### src/rtl/fetch_queue.sv
// fetch_queue: fetch stage holding the PC, driving the instruction memory
// address and buffering fetched {pc, instr} pairs in a small prefetch FIFO
// that decode drains through a valid/ready handshake. A redirect loads a new
// PC and discards everything buffered.
module fetch_queue #(
  parameter int unsigned       N        = 64,
  parameter int unsigned       IW       = 32,
  parameter int unsigned       DEPTH    = 4,
  parameter logic [N-1:0]      RESET_PC = '0,
  parameter int unsigned       PC_INC   = 4
) (
  input  logic                       clk,
  input  logic                       reset,
  input  logic                       PCSrc_F,
  input  logic [N-1:0]               PCBranch_F,
  output logic [N-1:0]               imem_addr_F,
  input  logic [IW-1:0]              imem_data_F,
  output logic [IW-1:0]              instr_D,
  output logic [N-1:0]               pc_D,
  output logic                       valid_D,
  input  logic                       ready_D,
  output logic [$clog2(DEPTH):0]     count_F
);

  localparam int unsigned AW = $clog2(DEPTH);
  localparam int unsigned CW = AW + 1;
  localparam logic [CW-1:0] C_DEPTH = CW'(DEPTH);
  localparam logic [N-1:0]  C_INC   = N'(PC_INC);

  logic [N-1:0]  r_pc;
  logic [AW-1:0] r_wptr;
  logic [AW-1:0] r_rptr;
  logic [CW-1:0] r_count;
  logic [N-1:0]  r_mem_pc    [DEPTH];
  logic [IW-1:0] r_mem_instr [DEPTH];

  logic          w_deq;
  logic          w_space;
  logic          w_enq;
  logic [CW-1:0] w_count_nxt;

  // Handshake and occupancy bookkeeping; the redirect clears the count
  // regardless of any same-cycle enqueue or dequeue.
  always_comb begin
    w_deq       = valid_D & ready_D;
    w_space     = (r_count < C_DEPTH) | w_deq;
    w_enq       = w_space & ~PCSrc_F;
    w_count_nxt = r_count;
    if (PCSrc_F) begin
      w_count_nxt = '0;
    end else begin
      case ({w_enq, w_deq})
        2'b10:   w_count_nxt = r_count + CW'(1);
        2'b01:   w_count_nxt = r_count - CW'(1);
        default: w_count_nxt = r_count;
      endcase
    end
  end

  // PC register, pointers and occupancy; PC only advances when the fetched
  // word actually lands in the FIFO, so a stalled fetch re-presents the address.
  always_ff @(posedge clk or posedge reset) begin
    if (reset) begin
      r_pc    <= RESET_PC;
      r_wptr  <= '0;
      r_rptr  <= '0;
      r_count <= '0;
    end else begin
      r_count <= w_count_nxt;
      if (PCSrc_F) begin
        r_pc   <= PCBranch_F;
        r_wptr <= '0;
        r_rptr <= '0;
      end else begin
        if (w_enq) begin
          r_pc   <= r_pc + C_INC;
          r_wptr <= r_wptr + AW'(1);
        end
        if (w_deq) begin
          r_rptr <= r_rptr + AW'(1);
        end
      end
    end
  end

  // FIFO storage is not reset; valid_D gates every read of it.
  always_ff @(posedge clk) begin
    if (w_enq) begin
      r_mem_pc[r_wptr]    <= r_pc;
      r_mem_instr[r_wptr] <= imem_data_F;
    end
  end

  assign imem_addr_F = r_pc;
  assign valid_D     = (r_count != '0);
  assign count_F     = r_count;
  assign pc_D        = r_mem_pc[r_rptr];
  assign instr_D     = r_mem_instr[r_rptr];

endmodule

### config.mk
export PLATFORM = sky130hd
export DESIGN_NAME = fetch_queue
export DESIGN_NICKNAME = d
export VERILOG_FILES = /design/src/rtl/fetch_queue.sv
export SDC_FILE = /design/constraint.sdc
export NUM_CORES = 1
export LEC_CHECK = 0
export CAP_MARGIN = 20
export CORE_MARGIN = 3
export CORE_UTILIZATION = 41
export DETAILED_ROUTE_END_ITERATION = 8
export SLEW_MARGIN = 10
export SYNTH_ARGS = -nofsm -noshare
export SYNTH_HDL_FRONTEND = slang
export SYNTH_SLANG_ARGS = --single-unit
### constraint.sdc
create_clock -name clk -period 5.2 [get_ports clk]
set_input_delay 1.04 -clock clk [delete_from_list [all_inputs] [get_ports clk]]
set_output_delay 1.04 -clock clk [all_outputs]
set_load 0.02 [all_outputs]
Word level (Yosys, flattened, before mapping). Memories as Yosys holds them, arrays and structs flattened. Index checks and enable logic that the tools add are counted. Widths: inputs -> output; s select.

Latch bits: 0. Register bits after elaboration: 71. Bits of input ports: 100. RAM bits: 384. Memories: 2. Word-level logic and storage cells: 32. Memory bits (read-only): 0.

Memories: r_mem_pc (depth 4, width 64, rd ports 1, clocked after Yosys merged registers in 0, write ports 1, RTL line 34) `logic [N-1:0] r_mem_pc [DEPTH];`; r_mem_instr (depth 4, width 32, rd ports 1, clocked after Yosys merged registers in 0, write ports 1, RTL line 35) `logic [IW-1:0] r_mem_instr [DEPTH];`.

Div/mod/pow operators: 0. Reductions and logical operators: 4. Multipliers: 0. Shift operators: 0. Mux-type cells: 10. Bitwise operators: 4. Equality and inequality tests: 2. $add $sub $neg: 5. Magnitude comparators: 1.

Operator list (number): $mux 64 (2); $add 64x3->64 const B (1); $mux 2 (4); $pmux 3 s2 (1); $reduce_bool 3->1 (2); $add 2x1->2 const B (2); $reduce_bool 2->1 (2); $add 3x1->3 const B (1); $lt 3x3->1 const B (1); $mux 3 (1); $sub 3x1->3 const B (1); $and 1x1->1 (2); $eq 2x1->1 const B (1); $eq 2x2->1 const B (1); $mux 1 (2); $not 1->1 (1); $or 1x1->1 (1).

Longest topological paths before layout.
Word-level depth: 7. Mapped depth: 8.

Least setup slack after synthesis. OpenSTA, ideal clock, no wires.

Kind: input port to flip-flop. Start point: input port PCSrc_F. End point: memory r_mem_instr[1][0], enable pin. Setup slack: 0.615 ns. Buffers on the path: 3. Arrival: 4.119 ns. Data required time: 4.734 ns. Cell stages on the path: 5. Path through: clkbuf_1 -> inv_1 -> clkbuf_1 -> clkbuf_1 -> and3_1.

Cells in the longest elaborated chain, start to end: 4.

Ends and longest elaborated chain: start: declaration (RTL line 14) `input logic PCSrc_F,`; $not 1->1 (RTL line 47) `w_enq = w_space & ~PCSrc_F;`; $and 1x1->1 (RTL line 47); $mux 1 (RTL line 88) `if (w_enq) begin`; $mux 1 (not written as such) (RTL line 90) `r_mem_instr[r_wptr] <= imem_data_F;`; end: declaration (RTL line 35).

No other way between the ends.

Worst setup path in the final report.
Start point: register r_rptr[1]. End point: output port pc_D[32].

Cells in the longest elaborated chain, start to end: 1.

Ends and longest elaborated chain: start: declaration (RTL line 32) `logic [AW-1:0] r_rptr;`; start signal: assignment (RTL line 80) `r_rptr <= r_rptr + AW'(1);`; $mem_v2 4x64; end: declaration (RTL line 19) `output logic [N-1:0] pc_D,`.

No other way between the ends.

==> reports/qor.yml <==
placement:
  dp_cells: 1798
  portBuffers: 263
  gp_congestion: 0.753
  place_ws_ns: 1.53
  hpwl_um: 27200
die:
  core_um2: 43200
  die-area_um2: 46400
  row_count: 76
  pin_count: 264
  chipHeight_um: 215
  die_w_um: 215
  start_util: 0.417
synthesis:
  syn_area_um2: 18000
  synthArstFlopShare: 0.156
  yosysSeqAreaShare: 0.740
  yosysUniqueCellTypes: 46
  syn_inst: 981
  syn_avg_cell_area_um2: 18.3
  syn_nets: 1087
  ys.flop_type: "edfxtp_1"
  synth-seq-cells: 455
  synth-edff-count: 384
  yosysWarnings: 0
timing:
  fmax_mhz: 253
  final.setup.tns_ns: 0
  finalClockSkew_ns: 0.0128
  setup_slack_ns: 1.24
  fin_crit_sh: 0.761
  finalCriticalPeriod_ns: 3.96
  slew_headroom: 0.425
  slew_viol_final: 0
  setup_viol: 0
  hold_viol_final: 0
  grt_setup_unrepaired: "no"
  worstMarginPinSlew_ns: 0.852
routing:
  avgRoutedWirePerCell_um: 23.0
  finalWirelength_um: 43400
  ant_nets: 0
  drt_iter0_markers: 725
  drc: 0
  vias: 10200
  drtPass1Iterations: 5
  viasPerCell: 5.38
power_and_ir_drop:
  switching_share: 0.279
  p_int_mw: 7.53
  switchingPower_mw: 2.91
  vdd_drop_max_mv: 0.278
  p_leak_nw: 7.43
  p_seq_frac: 0.447
  pwr-share-comb: 0.238
  clockPowerShare: 0.315
  power.density_nw_per_um2: 457
hold_path:
  hp-start: "imem_addr_F[0]"
  hold_depth: 0
  min_to: "r_mem_pc[3][0]"
  hp-class: "flip-flop to flip-flop"
critical_path:
  startpoint_type: "flip-flop"
  critPathKind: "flip-flop to primary output"
  worstPathMaxFanout: 49
  ff2ff_path_depth: 5
  arrival_ns: 2.92
  worstPathRequired_ns: 4.16
  cp-end-kind: "primary output"
  worst_r2r_endpoint: "imem_addr_F[63]"
  reg2reg_from: "imem_addr_F[7]"
  regToRegSetupSlack_ns: 2.21
  crit_start: "r_rptr[1]"
global_routing:
  antenna_found_initial: 1
  grt_pass1_vias: 10200
  grt_use_total: 0.185
  grt_max_degree: 67
  overflow: 0
  grt_pass1_wl_um: 65500
clocking:
  postCtsSetupRepairBufs: 0
  insertion_delay_ns: 0.57
  post_cts_resized: 0
  cts_hold_buf: 0
  cts_root_buffer: "clkbuf_16"
  cts_made_buffers: 47
  clk_pin_slew_ns: 0.06
  h-tree-depth: 2
  cts_tree: "yes"
  cts_buffer_depth: 3
  cts_sinks: 455
finish:
  seqCellArea_um2: 13300
  final_common_cell: "edfxtp_1"
  fill_cells: 3561
  finalNonFillerCells: 1887
  area_growth_pct: 27.2
  drive_gt1_frac: 0.158
  layout_common_cells: "edfxtp_1, clkdlybuf4s50_1, mux4_2"
  multi_input_area_um2: 4470
  nets: 1368
run_status:
  outcome: "finished, final reports clean"
job:
  drv_cap: 0
[routing by layer]
layer | part of all wire | vias up | track usage
met5 | 0 | - | 0
met4 | 0.021 | 0 | 0.0531
met3 | 0.053 | 59 | 0.0356
met2 | 0.47 | 288 | 0.289
met1 | 0.45 | 5290 | 0.269
li1 | - | 4521 | -
[how the worst max path moves through the flow]
stage	to	slack, ns
global route	pc_D[32]	1.13
floorplan	r_mem_instr[1][0]	0.61
finish	pc_D[32]	1.24
CTS	pc_D[33]	1.18
detailed placement	imem_addr_F[63]	1.53
global placement	imem_addr_F[63]	1.62
[cells by family after synthesis]
| kind of cell | Yosys count | synth area share |
|---|---|---|
| AOI/OAI and AO/OA | 95 | 0.0310 |
| DFF | 455 | 0.740 |
| buffers and inverters | 53 | 0.0125 |
| adders and majority gates | 6 | 0.00459 |
| xor gates and xnor gates | 31 | 0.0151 |
| and+or+nand+nor | 240 | 0.0737 |
| muxes | 101 | 0.123 |
[synthesized netlist by cell type, types with 9 or more instances]
cell type / instances / area share
a31oi_1: 24 / 0.0083
and3_1: 11 / 0.0038
buf_2: 9 / 0.0025
clkbuf_1: 27 / 0.0056
dfrtp_1: 71 / 0.099
edfxtp_1: 384 / 0.64
mux4_2: 96 / 0.12
nand2_1: 67 / 0.014
nand3_1: 26 / 0.0072
nand4_1: 28 / 0.0097
nor2_1: 34 / 0.0071
nor2b_1: 9 / 0.0031
o21ai_0: 46 / 0.013
o31ai_1: 10 / 0.0042
or3_1: 20 / 0.0070
or4_1: 15 / 0.0063
xor2_1: 26 / 0.013
[worst max-delay path, stage by stage (launching register included)]
cell and delay, ns:
dfrtp_4 0.96, buf_4 0.42, mux4_2 0.38, clkdlybuf4s50_1 0.57
[registers in the layout, indices dropped and copies added (netlist names)]
name / count
r_mem_instr: 128
imem_addr_F: 64
count_F: 3
r_wptr: 2
r_mem_pc: 256
r_rptr: 2
[layout make-up]
| class | instances | area share |
|---|---|---|
| clock buffer | 62 | 0.0552 |
| inverter | 7 | 0.00120 |
| tap | 585 | 0.0320 |
| sequential | 455 | 0.582 |
| antenna | 1 | 0.000109 |
| timing repair buffer | 278 | 0.123 |
| multi-input combinational | 473 | 0.196 |
| clock inverter | 26 | 0.0107 |
[through the flow]
stage	hold slack, ns	area (um^2)	util	power (mW)
6_report	0.556	22900	0.530	10.4
5_1_grt	0.586	22900	0.530	10.9
4_1_cts	0.574	22900	0.530	10.6
3_5_place_dp	0.558	21400	0.495	7.29
3_3_place_gp	0.522	21400	0.495	7.27
2_1_floorplan	0.538	18000	-	6.09
[power by group through the flow]
stage | clock network, mW | registers [mW] | logic, mW
4_1_cts | 3.39 | 4.68 | 2.55
5_1_grt | 3.53 | 4.72 | 2.64
3_3_place_gp | 0 | 4.73 | 2.54
3_5_place_dp | 0 | 4.75 | 2.54
6_report | 3.29 | 4.67 | 2.49
2_1_floorplan | 0 | 4.71 | 1.38
Note: power is estimated with default switching activity, not from simulation.
